--- src/rtl/alu_share_pkg.sv ---
// Shared definitions for the arbitrated ALU front end.
// Holds the opcode encodings and the controller state encoding.
package alu_share_pkg;

   localparam logic [1:0] OP_ADD = 2'd0;
   localparam logic [1:0] OP_AND = 2'd1;
   localparam logic [1:0] OP_NOT = 2'd2;
   localparam logic [1:0] OP_ILL = 2'd3;

   typedef enum logic [1:0] {
      ST_IDLE = 2'd0,
      ST_EXEC = 2'd1,
      ST_RESP = 2'd2
   } state_t;

endpackage

--- src/rtl/alu32.sv ---
// 32-bit add/and/not datapath, purely combinational (zero latency).
// No handshake: the caller holds the operands stable for as long as it needs the result.
module alu32
   import alu_share_pkg::*;
(
   input  logic [31:0] i_a,
   input  logic [31:0] i_b,
   input  logic [1:0]  i_op,
   output logic [31:0] o_result,
   output logic        o_carry
);

   always_comb begin
      o_result = 32'd0;
      o_carry  = 1'b0;
      case (i_op)
         OP_ADD:  {o_carry, o_result} = {1'b0, i_a} + {1'b0, i_b};
         OP_AND:  o_result = i_a & i_b;
         OP_NOT:  o_result = ~i_a;
         default: o_result = 32'd0;
      endcase
   end

endmodule

--- src/rtl/rr_arbiter.sv ---
// Combinational round-robin pick: the first set request at or after i_ptr, wrapping.
// Zero latency; the grant is all-zero when i_en is low, and the pointer is owned by the parent.
module rr_arbiter #(
   parameter int NUM_REQ = 4,
   parameter int ID_W    = 2
) (
   input  logic [NUM_REQ-1:0] i_req,
   input  logic [ID_W-1:0]    i_ptr,
   input  logic               i_en,
   output logic [NUM_REQ-1:0] o_gnt,
   output logic [ID_W-1:0]    o_gnt_idx
);

   logic [ID_W:0] w_pos;
   logic          w_found;

   always_comb begin
      o_gnt     = '0;
      o_gnt_idx = '0;
      w_pos     = '0;
      w_found   = 1'b0;
      for (int k = 0; k < NUM_REQ; k++) begin
         // Extra bit on w_pos lets the wrap work for non-power-of-two NUM_REQ.
         w_pos = {1'b0, i_ptr} + (ID_W+1)'(k);
         if (w_pos >= (ID_W+1)'(NUM_REQ))
            w_pos = w_pos - (ID_W+1)'(NUM_REQ);
         if (i_en && !w_found && i_req[w_pos[ID_W-1:0]]) begin
            w_found                 = 1'b1;
            o_gnt[w_pos[ID_W-1:0]]  = 1'b1;
            o_gnt_idx               = w_pos[ID_W-1:0];
         end
      end
   end

endmodule

--- src/rtl/alu_share_ctrl.sv ---
// One ALU shared by NUM_REQ requesters: round-robin accept, one execute cycle, tagged response.
// Response appears two cycles after accept and is held until rsp_ready; no new accept while busy.
module alu_share_ctrl
   import alu_share_pkg::*;
#(
   parameter int NUM_REQ = 4,
   parameter int ID_W    = 2
) (
   input  logic                  clk,
   input  logic                  rst,
   input  logic [NUM_REQ-1:0]    req_valid,
   output logic [NUM_REQ-1:0]    req_ready,
   input  logic [NUM_REQ*32-1:0] req_a,
   input  logic [NUM_REQ*32-1:0] req_b,
   input  logic [NUM_REQ*2-1:0]  req_op,
   output logic                  rsp_valid,
   input  logic                  rsp_ready,
   output logic [ID_W-1:0]       rsp_id,
   output logic [31:0]           rsp_result,
   output logic                  rsp_carry,
   output logic                  rsp_err,
   output logic                  busy
);

   state_t              r_state, w_state_nxt;
   logic [ID_W-1:0]     r_rr_ptr, r_id, w_gnt_idx;
   logic [NUM_REQ-1:0]  w_gnt;
   logic [31:0]         r_a, r_b, w_sel_a, w_sel_b, w_alu_res;
   logic [1:0]          r_op, w_sel_op, w_alu_op;
   logic                w_alu_carry, w_arb_en, w_accept, w_rsp_hs;

   assign w_arb_en  = (r_state == ST_IDLE) && !rst;
   assign req_ready = w_gnt;
   assign w_accept  = |w_gnt;
   assign w_rsp_hs  = (r_state == ST_RESP) && rsp_ready;
   assign rsp_valid = (r_state == ST_RESP);
   assign busy      = (r_state != ST_IDLE);

   rr_arbiter #(.NUM_REQ(NUM_REQ), .ID_W(ID_W)) u_arb (
      .i_req     (req_valid),
      .i_ptr     (r_rr_ptr),
      .i_en      (w_arb_en),
      .o_gnt     (w_gnt),
      .o_gnt_idx (w_gnt_idx)
   );

   always_comb begin
      w_sel_a  = '0;
      w_sel_b  = '0;
      w_sel_op = OP_ADD;
      for (int i = 0; i < NUM_REQ; i++) begin
         if (w_gnt[i]) begin
            w_sel_a  = req_a[32*i +: 32];
            w_sel_b  = req_b[32*i +: 32];
            w_sel_op = req_op[2*i +: 2];
         end
      end
   end

   // Illegal opcodes still run the ALU as an add; the result is squashed at capture.
   assign w_alu_op = (r_op == OP_ILL) ? OP_ADD : r_op;

   alu32 u_alu (
      .i_a      (r_a),
      .i_b      (r_b),
      .i_op     (w_alu_op),
      .o_result (w_alu_res),
      .o_carry  (w_alu_carry)
   );

   always_comb begin
      w_state_nxt = r_state;
      case (r_state)
         ST_IDLE: if (w_accept) w_state_nxt = ST_EXEC;
         ST_EXEC: w_state_nxt = ST_RESP;
         ST_RESP: if (rsp_ready) w_state_nxt = ST_IDLE;
         default: w_state_nxt = ST_IDLE;
      endcase
   end

   always_ff @(posedge clk) begin
      if (rst) begin
         r_state    <= ST_IDLE;
         r_rr_ptr   <= '0;
         r_a        <= '0;
         r_b        <= '0;
         r_op       <= OP_ADD;
         r_id       <= '0;
         rsp_id     <= '0;
         rsp_result <= '0;
         rsp_carry  <= 1'b0;
         rsp_err    <= 1'b0;
      end else begin
         r_state <= w_state_nxt;
         if (w_accept) begin
            r_a  <= w_sel_a;
            r_b  <= w_sel_b;
            r_op <= w_sel_op;
            r_id <= w_gnt_idx;
         end
         if (r_state == ST_EXEC) begin
            rsp_id     <= r_id;
            rsp_result <= (r_op == OP_ILL) ? 32'd0 : w_alu_res;
            rsp_carry  <= (r_op == OP_ADD) && w_alu_carry;
            rsp_err    <= (r_op == OP_ILL);
         end
         if (w_rsp_hs)
            r_rr_ptr <= (rsp_id == ID_W'(NUM_REQ-1)) ? '0 : rsp_id + ID_W'(1);
      end
   end

endmodule
--- config.mk ---
export PLATFORM = sky130hd
export DESIGN_NAME = alu_share_ctrl
export DESIGN_NICKNAME = d
export VERILOG_FILES = /design/src/rtl/alu_share_pkg.sv /design/src/rtl/alu32.sv /design/src/rtl/rr_arbiter.sv /design/src/rtl/alu_share_ctrl.sv
export SDC_FILE = /design/constraint.sdc
export NUM_CORES = 1
export LEC_CHECK = 0
export CAP_MARGIN = 0
export CELL_PAD_IN_SITES_DETAIL_PLACEMENT = 0
export CELL_PAD_IN_SITES_GLOBAL_PLACEMENT = 1
export CORE_MARGIN = 5
export CORE_UTILIZATION = 30
export CTS_CLUSTER_SIZE = 24
export DETAILED_ROUTE_END_ITERATION = 10
export PLACE_DENSITY_LB_ADDON = 0.1
export SETUP_SLACK_MARGIN = 0.2
export SLEW_MARGIN = 20
export SYNTH_ARGS = -nofsm -noshare
export SYNTH_HDL_FRONTEND = slang
export SYNTH_HIERARCHICAL = 1
export SYNTH_SLANG_ARGS = --single-unit
export TNS_END_PERCENT = 30
--- constraint.sdc ---
create_clock -name clk -period 4.8 [get_ports clk]
set_input_delay 1.2 -clock clk [delete_from_list [all_inputs] [get_ports clk]]
set_output_delay 1.2 -clock clk [all_outputs]
set_load 0.01 [all_outputs]
Word level (Yosys, flattened, before mapping)
Cells that the tools add are included.
{"block": "word_totals", "register_bits": 108, "inputBits": 271, "output_inout_bits": 42}
{"block": "op_classes", "addsub": 9, "magnitude_cmp": 12, "n_eq_ne": 8, "mux": 51, "n_bitwise": 5, "reduce_logical": 24}
{"op": "2-to-1 mux 32 bit", "count": 9}
{"op": "case mux 32 bit (3 select lines)", "count": 1}
{"op": "adder 32 x 32 -> 33 bit", "count": 1}
{"op": "bitwise AND 32 bit", "count": 1}
{"op": "2-to-1 mux 2 bit", "count": 16}
{"op": "NOT 32 bit", "count": 1}
{"op": "2-to-1 mux 4 bit", "count": 4}
{"op": "logical AND 1 bit", "count": 14}
{"op": "less-than comparator 2 x 3 -> 1 bit, second input constant", "count": 4}
{"op": "2-to-1 mux 1 bit", "count": 12}
{"op": "OR 4 bit", "count": 3}
{"op": ">= comparator 3 bit, second input constant", "count": 3}
{"op": "binary-select mux 1 bit (select 2 bit)", "count": 4}
{"op": "demux 1 bit (select 2 bit)", "count": 4}
{"op": "== test 2 bit, second input constant", "count": 4}
{"op": ">= comparator 2 x 1 -> 1 bit, second input constant", "count": 4}
{"op": "subtractor 2 x 1 -> 2 bit, second input constant", "count": 4}
{"op": "adder 2 x 2 -> 3 bit, second input constant", "count": 2}
{"op": "logical NOT 2 bit", "count": 3}
{"op": "case mux 2 bit (3 select lines)", "count": 1}
{"op": "== test 2 x 1 -> 1 bit, second input constant", "count": 2}
{"op": "logical NOT 1 bit", "count": 4}
{"op": "OR reduction 4 bit", "count": 1}
{"op": "adder 2 x 1 -> 3 bit, second input constant", "count": 1}
{"op": "6 further kinds", "count": 6}

Longest topological paths before layout
Gate-level depths: netlist of run 1.
{"block": "logic_depth", "ltp_word": 22, "mapped_depth": 15}

Cells and area by module
Netlist of run 1, hierarchy kept.
{"module": "alu_share_ctrl", "instances": 1, "cells_each": 794, "area_each_um2": 6065.8}
{"module": "alu32", "instances": 1, "cells_each": 380, "area_each_um2": 2551.2}
{"module": "rr_arbiter", "instances": 1, "cells_each": 71, "area_each_um2": 636.9}

Worst setup path after synthesis of run 1
Ideal clock, no wire load.
{"block": "synth_path", "path_kind": "input-to-reg", "startpoint": "input rst", "endpoint": "register r_a[11]", "arrival_ns": 3.847, "t_required_ns": 4.666, "slack_ns": 0.819, "path_stages": 14, "path_buffers": 6, "cell_sequence": "clkbuf_1 -> clkbuf_1 -> nor2_1 -> inv_1 -> nor4_4 -> o21ai_2 -> o221ai_1 -> buf_6 -> or4_1 -> buf_2 -> buf_6 -> buf_6 -> nor2_2 -> a211oi_1"}
{"item": "start: declaration", "line": "alu_share_ctrl.sv:10", "text": "input logic rst,"}
{"item": "logical NOT 1 bit *", "line": "alu_share_ctrl.sv:32", "text": "assign w_arb_en = (r_state == ST_IDLE) && !rst;"}
{"item": "logical AND 1 bit *", "line": "alu_share_ctrl.sv:32"}
{"item": "named net w_arb_en", "line": "alu_share_ctrl.sv:30", "text": "logic w_alu_carry, w_arb_en, w_accept, w_rsp_hs;"}
{"item": "logical AND 1 bit", "line": "rr_arbiter.sv:27", "text": "if (i_en && !w_found && i_req[w_pos[ID_W-1:0]]) begin"}
{"item": "2-to-1 mux 1 bit", "line": "rr_arbiter.sv:27"}
{"item": "logical NOT 1 bit", "line": "rr_arbiter.sv:27"}
{"item": "logical AND 1 bit (2 in a row)", "line": "rr_arbiter.sv:27"}
{"item": "2-to-1 mux 1 bit", "line": "rr_arbiter.sv:27"}
{"item": "logical NOT 1 bit", "line": "rr_arbiter.sv:27"}
{"item": "logical AND 1 bit (2 in a row)", "line": "rr_arbiter.sv:27"}
{"item": "2-to-1 mux 1 bit", "line": "rr_arbiter.sv:27"}
{"item": "logical NOT 1 bit", "line": "rr_arbiter.sv:27"}
{"item": "logical AND 1 bit (2 in a row)", "line": "rr_arbiter.sv:27"}
{"item": "2-to-1 mux 4 bit *", "line": "rr_arbiter.sv:27"}
{"item": "named net req_ready[2]", "line": "alu_share_ctrl.sv:12", "text": "output logic [NUM_REQ-1:0] req_ready,"}
{"item": "2-to-1 mux 32 bit (2 in a row)", "line": "alu_share_ctrl.sv:52", "text": "if (w_gnt[i]) begin"}
{"item": "end signal: assignment", "line": "alu_share_ctrl.sv:96", "text": "r_a <= w_sel_a;"}
{"item": "end: declaration", "line": "alu_share_ctrl.sv:28", "text": "logic [31:0] r_a, r_b, w_sel_a, w_sel_b, w_alu_res;"}
The timed path passes the listed nets; every way through them passes the cells marked *.
A chain may end at the register's enable or synchronous reset.

Final worst setup path of run 1
{"block": "layout_path", "startpoint": "input rst", "endpoint": "output req_ready[1]"}
{"block": "layout_between", "elab_chain_cells": 16}
{"item": "logical NOT 1 bit *", "line": "alu_share_ctrl.sv:32"}
{"item": "logical AND 1 bit *", "line": "alu_share_ctrl.sv:32"}
{"item": "named net w_arb_en", "line": "alu_share_ctrl.sv:30"}
{"item": "logical AND 1 bit", "line": "rr_arbiter.sv:27"}
{"item": "2-to-1 mux 1 bit", "line": "rr_arbiter.sv:27"}
{"item": "logical NOT 1 bit", "line": "rr_arbiter.sv:27"}
{"item": "logical AND 1 bit (2 in a row)", "line": "rr_arbiter.sv:27"}
{"item": "2-to-1 mux 1 bit", "line": "rr_arbiter.sv:27"}
{"item": "logical NOT 1 bit", "line": "rr_arbiter.sv:27"}
{"item": "logical AND 1 bit (2 in a row)", "line": "rr_arbiter.sv:27"}
{"item": "2-to-1 mux 1 bit", "line": "rr_arbiter.sv:27"}
{"item": "logical NOT 1 bit", "line": "rr_arbiter.sv:27"}
{"item": "logical AND 1 bit (2 in a row)", "line": "rr_arbiter.sv:27"}
{"item": "2-to-1 mux 4 bit *", "line": "rr_arbiter.sv:27"}
{"item": "end: declaration", "line": "alu_share_ctrl.sv:12"}
Marks and branches as above.

==> results of run 1 <==
## cell families (layout without fill, tap and decap cells)
family,count (synthesis),count (layout),share of synthesized area [%]
multiplexers,15,16,2.28
other,0,4,0
XOR/XNOR,22,22,2.08
AO/OA/AOI/OAI,488,488,35.8
adder cells (fa/ha/maj),42,42,5.76
flip-flops,108,108,23.4
buffers and inverters,197,437,9.59
AND/OR/NAND/NOR,373,373,21.1
## cells in the mapped netlist, types with 4 or more instances
master    instances
nand3b_1         69
mux2i_1           5
a21o_1           17
o21ai_0          46
dfxtp_1         108
mux4_2            4
xnor2_1          10
nand2_1         111
a211oi_1         70
a221o_1          67
o21bai_1          5
o21a_1            8
xor2_1           12
a31oi_1           6
clkbuf_1         68
buf_2            17
o221ai_1          6
o211ai_1         10
nor2_2           10
o21ai_1           4
a311oi_1          4
buf_1             6
nor2b_1          13
a21oi_1         211
ha_1             41
nor2_1           87
nand3_1          44
mux2_2            5
nand2b_1          5
and3_1            5
buf_6            10
buf_4             9
inv_1            83
## critical path: stages
cell	delay [ns]
buf_4	0.14
nor2_1	0.16
inv_1	0.27
nor4_4	0.43
buf_4	0.20
o211ai_1	0.14
o221ai_4	0.11
clkdlybuf4s50_1	0.59
## stage by stage
step                cells  util [%]  setup WS (ns)  area [µm²]  total power [µW]
global route         1885      42.4          0.224       12900              3910
CTS                  1882      42.4          0.215       12900              3680
floorplan            1245         -          0.819        9250              2240
global placement     1864      41.3          0.152       12600              2900
finish               1886      42.5          0.366       13000              3650
detailed placement   1864      41.3          0.139       12600              2910
## timing repair
item                       in CTS  in global routing
buffers inserted                1                  0
cloned                          1                  0
setup endpoints to repair       4                  4
hold endpoints to repair        0                  0
gates resized for setup         5                  1
hold buffers                    0                  0
## cell type report
type / instances / area [µm²]
clock inverters: 6 / 55.1
well taps: 396 / 495
clock buffers: 10 / 229
repair buffers: 337 / 3370
flip-flops and latches: 108 / 2160
inverters: 84 / 315
fillers: 3161 / 17600
multi-input cells: 941 / 6320
diodes: 4 / 10.0
## flip-flops by register name (all words and copies together) (netlist names)
signal / count
r_a: 32
r_op: 2
rsp_result: 32
rsp_id: 2
rsp_carry: 1
rsp_err: 1
r_id: 2
r_state: 2
r_rr_ptr: 2
r_b: 32
## report_power, final
group | switching [µW] | internal [µW] | total, µW
registers | 136 | 1020 | 1160
clock network | 387 | 365 | 752
logic | 949 | 790 | 1740
total | 1470 | 2180 | 3650
## layer usage
layer | vias up | share of wire (%) | wire length [µm]
met2 | 348 | 44 | 17200
met4 | 2 | 1.1 | 444
met5 | - | 0.051 | 20
met3 | 26 | 7.4 | 2900
met1 | 4808 | 48 | 18800
li1 | 5039 | - | -
## worst max path at each step
stage / start / end
6_report: rst / req_ready[1]
5_1_grt: rst / req_ready[0]
4_1_cts: req_valid[2] / req_ready[1]
3_5_place_dp: req_valid[1] / req_ready[1]
3_3_place_gp: req_valid[1] / req_ready[1]
2_1_floorplan: rst / r_a[11]
==> impl_metrics.json, run 1 <==
{
  "die_h_um": 186,
  "outcome": "finished clean",
  "antenna_violating_nets_remaining": 0,
  "rows": 64,
  "async_s_r_ff_share_synth_pct": 0,
  "nNetsFinal": 1794,
  "place_congestion": 0.864,
  "synthDistinctLibCells": 81,
  "final.hold.worst_slack_ns": 0.451,
  "globalRouteMet1Util_pct": 32.4,
  "synthTopCellsByArea": "dfxtp_1 (23%), a21oi_1 (11%), a221o_1 (7.2%)",
  "finalHoldViolations": 0,
  "drt-initial-drc-count": 602,
  "cp_max_fo": 7,
  "cts.reportedPaths.clkPinSlew_ns": 0.07,
  "holdPathStages": 2,
  "grt_antenna_before_repair": 4,
  "final-setup-viol-count": 0,
  "vdd_drop_max_mv": 0.168,
  "grt_busiest_layer": "met2",
  "grt_setup_unrepaired": "false",
  "mappedNetlistArea_um2": 9250,
  "syn-mean-instance-area_um2": 7.43,
  "number_of_vias_per_cell_after_detailed_routing": 5.42,
  "reg2regPathDepth": 12,
  "die_area_um2": 34500,
  "final_min_period_over_clock_period_pct": 92.4,
  "timing.slew.headroom_pct": 39.3,
  "cts_tree": "built",
  "die-width_um": 186,
  "core-area_um2": 30500,
  "layout_min_cycle_time_ns": 4.43,
  "synth_sequential_area_ratio_pct": 23.4,
  "num_vias": 10200,
  "design.portCount": 313,
  "remaining_drc_errors": 0,
  "hp-class": "flip-flop to flip-flop",
  "first_pass_iteration_count_of_the_detailed_router": 5,
  "path_class": "input pin to output pin",
  "post-synth-top-area-cell": "dfxtp_1",
  "global_route_wire_length_before_repair_mm": 59.6,
  "max_cap_violations": 0,
  "yosysWarningCount": 6,
  "cts_num_sinks": 108,
  "route.final.wire_length_mm": 39.4,
  "reg2reg_slack_ns": 0.97,
  "cts_max_path_buffers": 2,
  "timing.critical_path.required_ns": 3.60,
  "timing.final.max_slew_violations": 0,
  "synth_ff_type": "dfxtp_1",
  "crit_arrival_ns": 3.23,
  "gr-usage-met2_pct": 32.6,
  "holdPathEnd": "rsp_result[31]",
  "power.density_nw_per_um2": 282,
  "io_buffer_count": 312,
  "ctsRootBufferMaster": "clkbuf_16",
  "critical_path.reg2reg.endpoint": "r_b[31]",
  "syn-num-nets": 1558,
  "fin_tns_setup_ns": 0,
  "vias_in_the_first_global_route": 9771,
  "gr-usage-met3_pct": 5.49,
  "syn2layout_area_growth_pct": 40.0,
  "most-common-layout-cells": "clkdlybuf4s50_1 (307), a21oi_1 (211), nand2_1 (110), dfxtp_1 (108), nor2_1 (87)",
  "numCtsBuffers": 9,
  "post_drt_wl_per_cell_um": 20.9,
  "max_clock_freq_ghz": 0.226,
  "timing.clock.skew_ns": 0.0104,
  "worst_r2r_startpoint": "r_rr_ptr[0]",
  "layout.cells.most_common": "clkdlybuf4s50_1",
  "post_synth_inst_count": 1245,
  "yosysTopAreaCellShare_pct": 23.4,
  "hpwlAfterDp_mm": 30.3,
  "floorplan.initialDensity_pct": 30.3,
  "timing.critical_path.from_type": "input pin",
  "nature_of_the_critical_path_endpoint": "output pin",
  "drive_above_1_share_pct": 7.07,
  "clk-insertion-delay-late_ns": 0.36,
  "grt_start_max_net_pins": 135,
  "global_route.usage.total_pct": 22.1,
  "cts_max_level": 3,
  "holdCritStartpoint": "rsp_result[31]",
  "grt_overflow_total": 0,
  "synth_enable_flop_cells": 0,
  "ys_ff_latch": 108,
  "power.leakage_uw": 0.00486,
  "tightestPinTransition_ns": 0.911
}
No activity file was read; power rests on OpenSTA's default activity.
==> inputs of run 2 (changes only) <==
- ABC_AREA: default -> 1
- CTS_BUF_LIST: default -> sky130_fd_sc_hd__clkbuf_16
==> run 2 against run 1 <==
Against the previous run: count of clock-buffer cells in the layout down 1; sequential power up 6%; clock power about the same; utilization shrank 0.74 points; fmax grew 0.64%; critical path type unchanged; largest cell class unchanged.
==> impl_metrics.json, run 2 <==
{
  "reg_top3": "r_a (32), r_b (32), rsp_result (32)",
  "final_min_period_over_clock_period_pct": 91.8,
  "ys_ff_latch": 108,
  "timing.critical_path.from_type": "input pin",
  "grt_overflow_total": 0,
  "fillCellCount": 3597,
  "clk-insertion-delay-late_ns": 0.37,
  "most_common_cell_in_the_netlist": "nand2_1",
  "fin_tns_setup_ns": 0,
  "synth_ff_type": "dfxtp_1",
  "outcome": "finished clean",
  "number_of_vias_per_cell_after_detailed_routing": 4.81,
  "ctsRootBufferMaster": "clkbuf_16",
  "cts_tree": "built",
  "global_route_wire_length_before_repair_mm": 63.3,
  "numCtsBuffers": 9,
  "power.density_nw_per_um2": 303,
  "most-common-layout-cells": "nand2_1 (523), clkdlybuf4s50_1 (312), a21oi_1 (255), inv_1 (219), nand3_1 (134)",
  "cts_max_level": 3,
  "timing.critical_path.required_ns": 3.60,
  "syn-num-nets": 2015,
  "dp_worst_setup_slack_ns": 0.411,
  "vias_in_the_first_global_route": 11200,
  "syn2layout_area_growth_pct": 37.0,
  "rows": 66,
  "syn-mean-instance-area_um2": 5.84,
  "nNetsFinal": 2257,
  "core-area_um2": 32600,
  "post_synth_inst_count": 1702,
  "die_area_um2": 36900,
  "first_pass_iteration_count_of_the_detailed_router": 5,
  "vdd_drop_max_mv": 0.167,
  "max_clock_freq_ghz": 0.227,
  "grt_start_max_net_pins": 134,
  "timing.final.max_slew_violations": 0,
  "cts_max_path_buffers": 2,
  "remaining_drc_errors": 0,
  "hp-class": "flip-flop to flip-flop",
  "yosysWarningCount": 6,
  "io_buffer_count": 312,
  "place_congestion": 0.897,
  "cts.reportedPaths.clkPinSlew_ns": 0.07,
  "post_drt_wl_per_cell_um": 17.2,
  "mappedNetlistArea_um2": 9930,
  "drt-initial-drc-count": 648,
  "route.final.wire_length_mm": 41.2,
  "crit_arrival_ns": 3.21,
  "num_vias": 11500,
  "timing.slew.headroom_pct": 24.9,
  "layout_min_cycle_time_ns": 4.41,
  "synthTopCellsByArea": "dfxtp_1 (22%), nand2_1 (20%), a21oi_1 (13%)",
  "async_s_r_ff_share_synth_pct": 0,
  "grt_antenna_before_repair": 5,
  "die_h_um": 192,
  "cts_setup_buffers": 0,
  "path_class": "input pin to output pin",
  "die-width_um": 192,
  "power.leakage_uw": 0.00620,
  "post-synth-top-area-cell": "dfxtp_1",
  "design.portCount": 313,
  "yosysTopAreaCellShare_pct": 21.8,
  "drive_above_1_share_pct": 4.62,
  "max_cap_violations": 0,
  "synth_enable_flop_cells": 0,
  "tightestPinTransition_ns": 1.12,
  "cts_resized": 0,
  "cts-hold-fix-buffers": 0,
  "hpwlAfterDp_mm": 32.4,
  "timing.clock.skew_ns": 0.0159,
  "synthDistinctLibCells": 40,
  "cp_max_fo": 8,
  "finalHoldViolations": 0,
  "antenna_violating_nets_remaining": 0,
  "final.setup.worst_slack_ns": 0.394,
  "cts_num_sinks": 108,
  "final-setup-viol-count": 0,
  "floorplan.initialDensity_pct": 30.5,
  "nature_of_the_critical_path_endpoint": "output pin",
  "synth.cells.most_frequent": "nand2_1 (523), a21oi_1 (255), inv_1 (218)",
  "layout.cells.most_common": "nand2_1",
  "grt_setup_unrepaired": "false",
  "global_route.usage.total_pct": 21.9,
  "synth_sequential_area_ratio_pct": 21.8
}
-- run 2: power by group --
group | leakage, µW | switching, µW | internal (µW)
Clock | 0.000138 | 389 | 362
Combinational | 0.00517 | 1280 | 858
Sequential | 0.000885 | 168 | 1070
-- run 2: through the flow --
stage | hold WS (ns) | cell area [µm²] | total power [µW] | utilization, % | std cells
2_1_floorplan | 0.456 | 9930 | 2550 | - | 1702
3_3_place_gp | 0.453 | 13300 | 3380 | 40.8 | 2375
3_5_place_dp | 0.455 | 13300 | 3390 | 40.8 | 2375
4_1_cts | 0.468 | 13600 | 4160 | 41.7 | 2391
5_1_grt | 0.485 | 13600 | 4460 | 41.7 | 2394
6_report | 0.464 | 13600 | 4130 | 41.7 | 2394
-- run 2: layer usage --
| metal | global-route usage (%) | part of all wire, % | vias to the layer above |
|---|---|---|---|
| met5 | 0 | 0.066 | - |
| met3 | 4.87 | 6.4 | 36 |
| met2 | 33.7 | 43 | 300 |
| met1 | 31.2 | 48 | 5177 |
| met4 | 5.10 | 1.6 | 4 |
| li1 | - | - | 5998 |
-- run 2: worst paths after layout --
check                                    start        endpoint  slack (ns)  depth (start not counted)
worst min register to register  rsp_result[15]  rsp_result[15]        0.46                          2
worst min-delay path            rsp_result[15]  rsp_result[15]        0.46                          2
worst max-delay path              req_valid[1]    req_ready[2]        0.39                         10
worst max register to register     r_rr_ptr[1]         r_b[17]        1.22                         17
-- run 2: critical path, cell delays in order --
cell	delay [ns]
clkdlybuf4s50_1	0.50
nand2_1	0.10
nand3_2	0.10
nand2_4	0.09
nor2_1	0.33
nand2_1	0.09
nand2_1	0.09
inv_1	0.06
nand3_4	0.07
clkdlybuf4s50_1	0.55
-- run 2: cell families after synthesis --
logic type      share of synthesized area [%]
compound gates                           25.0
xor+xnor                                0.441
fa+ha+maj                                5.37
buf+inv                                  13.8
flops                                    21.8
simple gates                             33.7
-- run 2: layout make-up --
type                       instances  area [µm²]  area share (%)
clock buffer                       9         225            1.66
timing repair buffer             330        3300            24.2
tap                              442         553            4.06
antenna                            3        7.51          0.0552
clock inverter                     7        63.8           0.469
inverter                         226         848            6.24
multi-input combinational       1269        6450            47.4
sequential                       108        2160            15.9
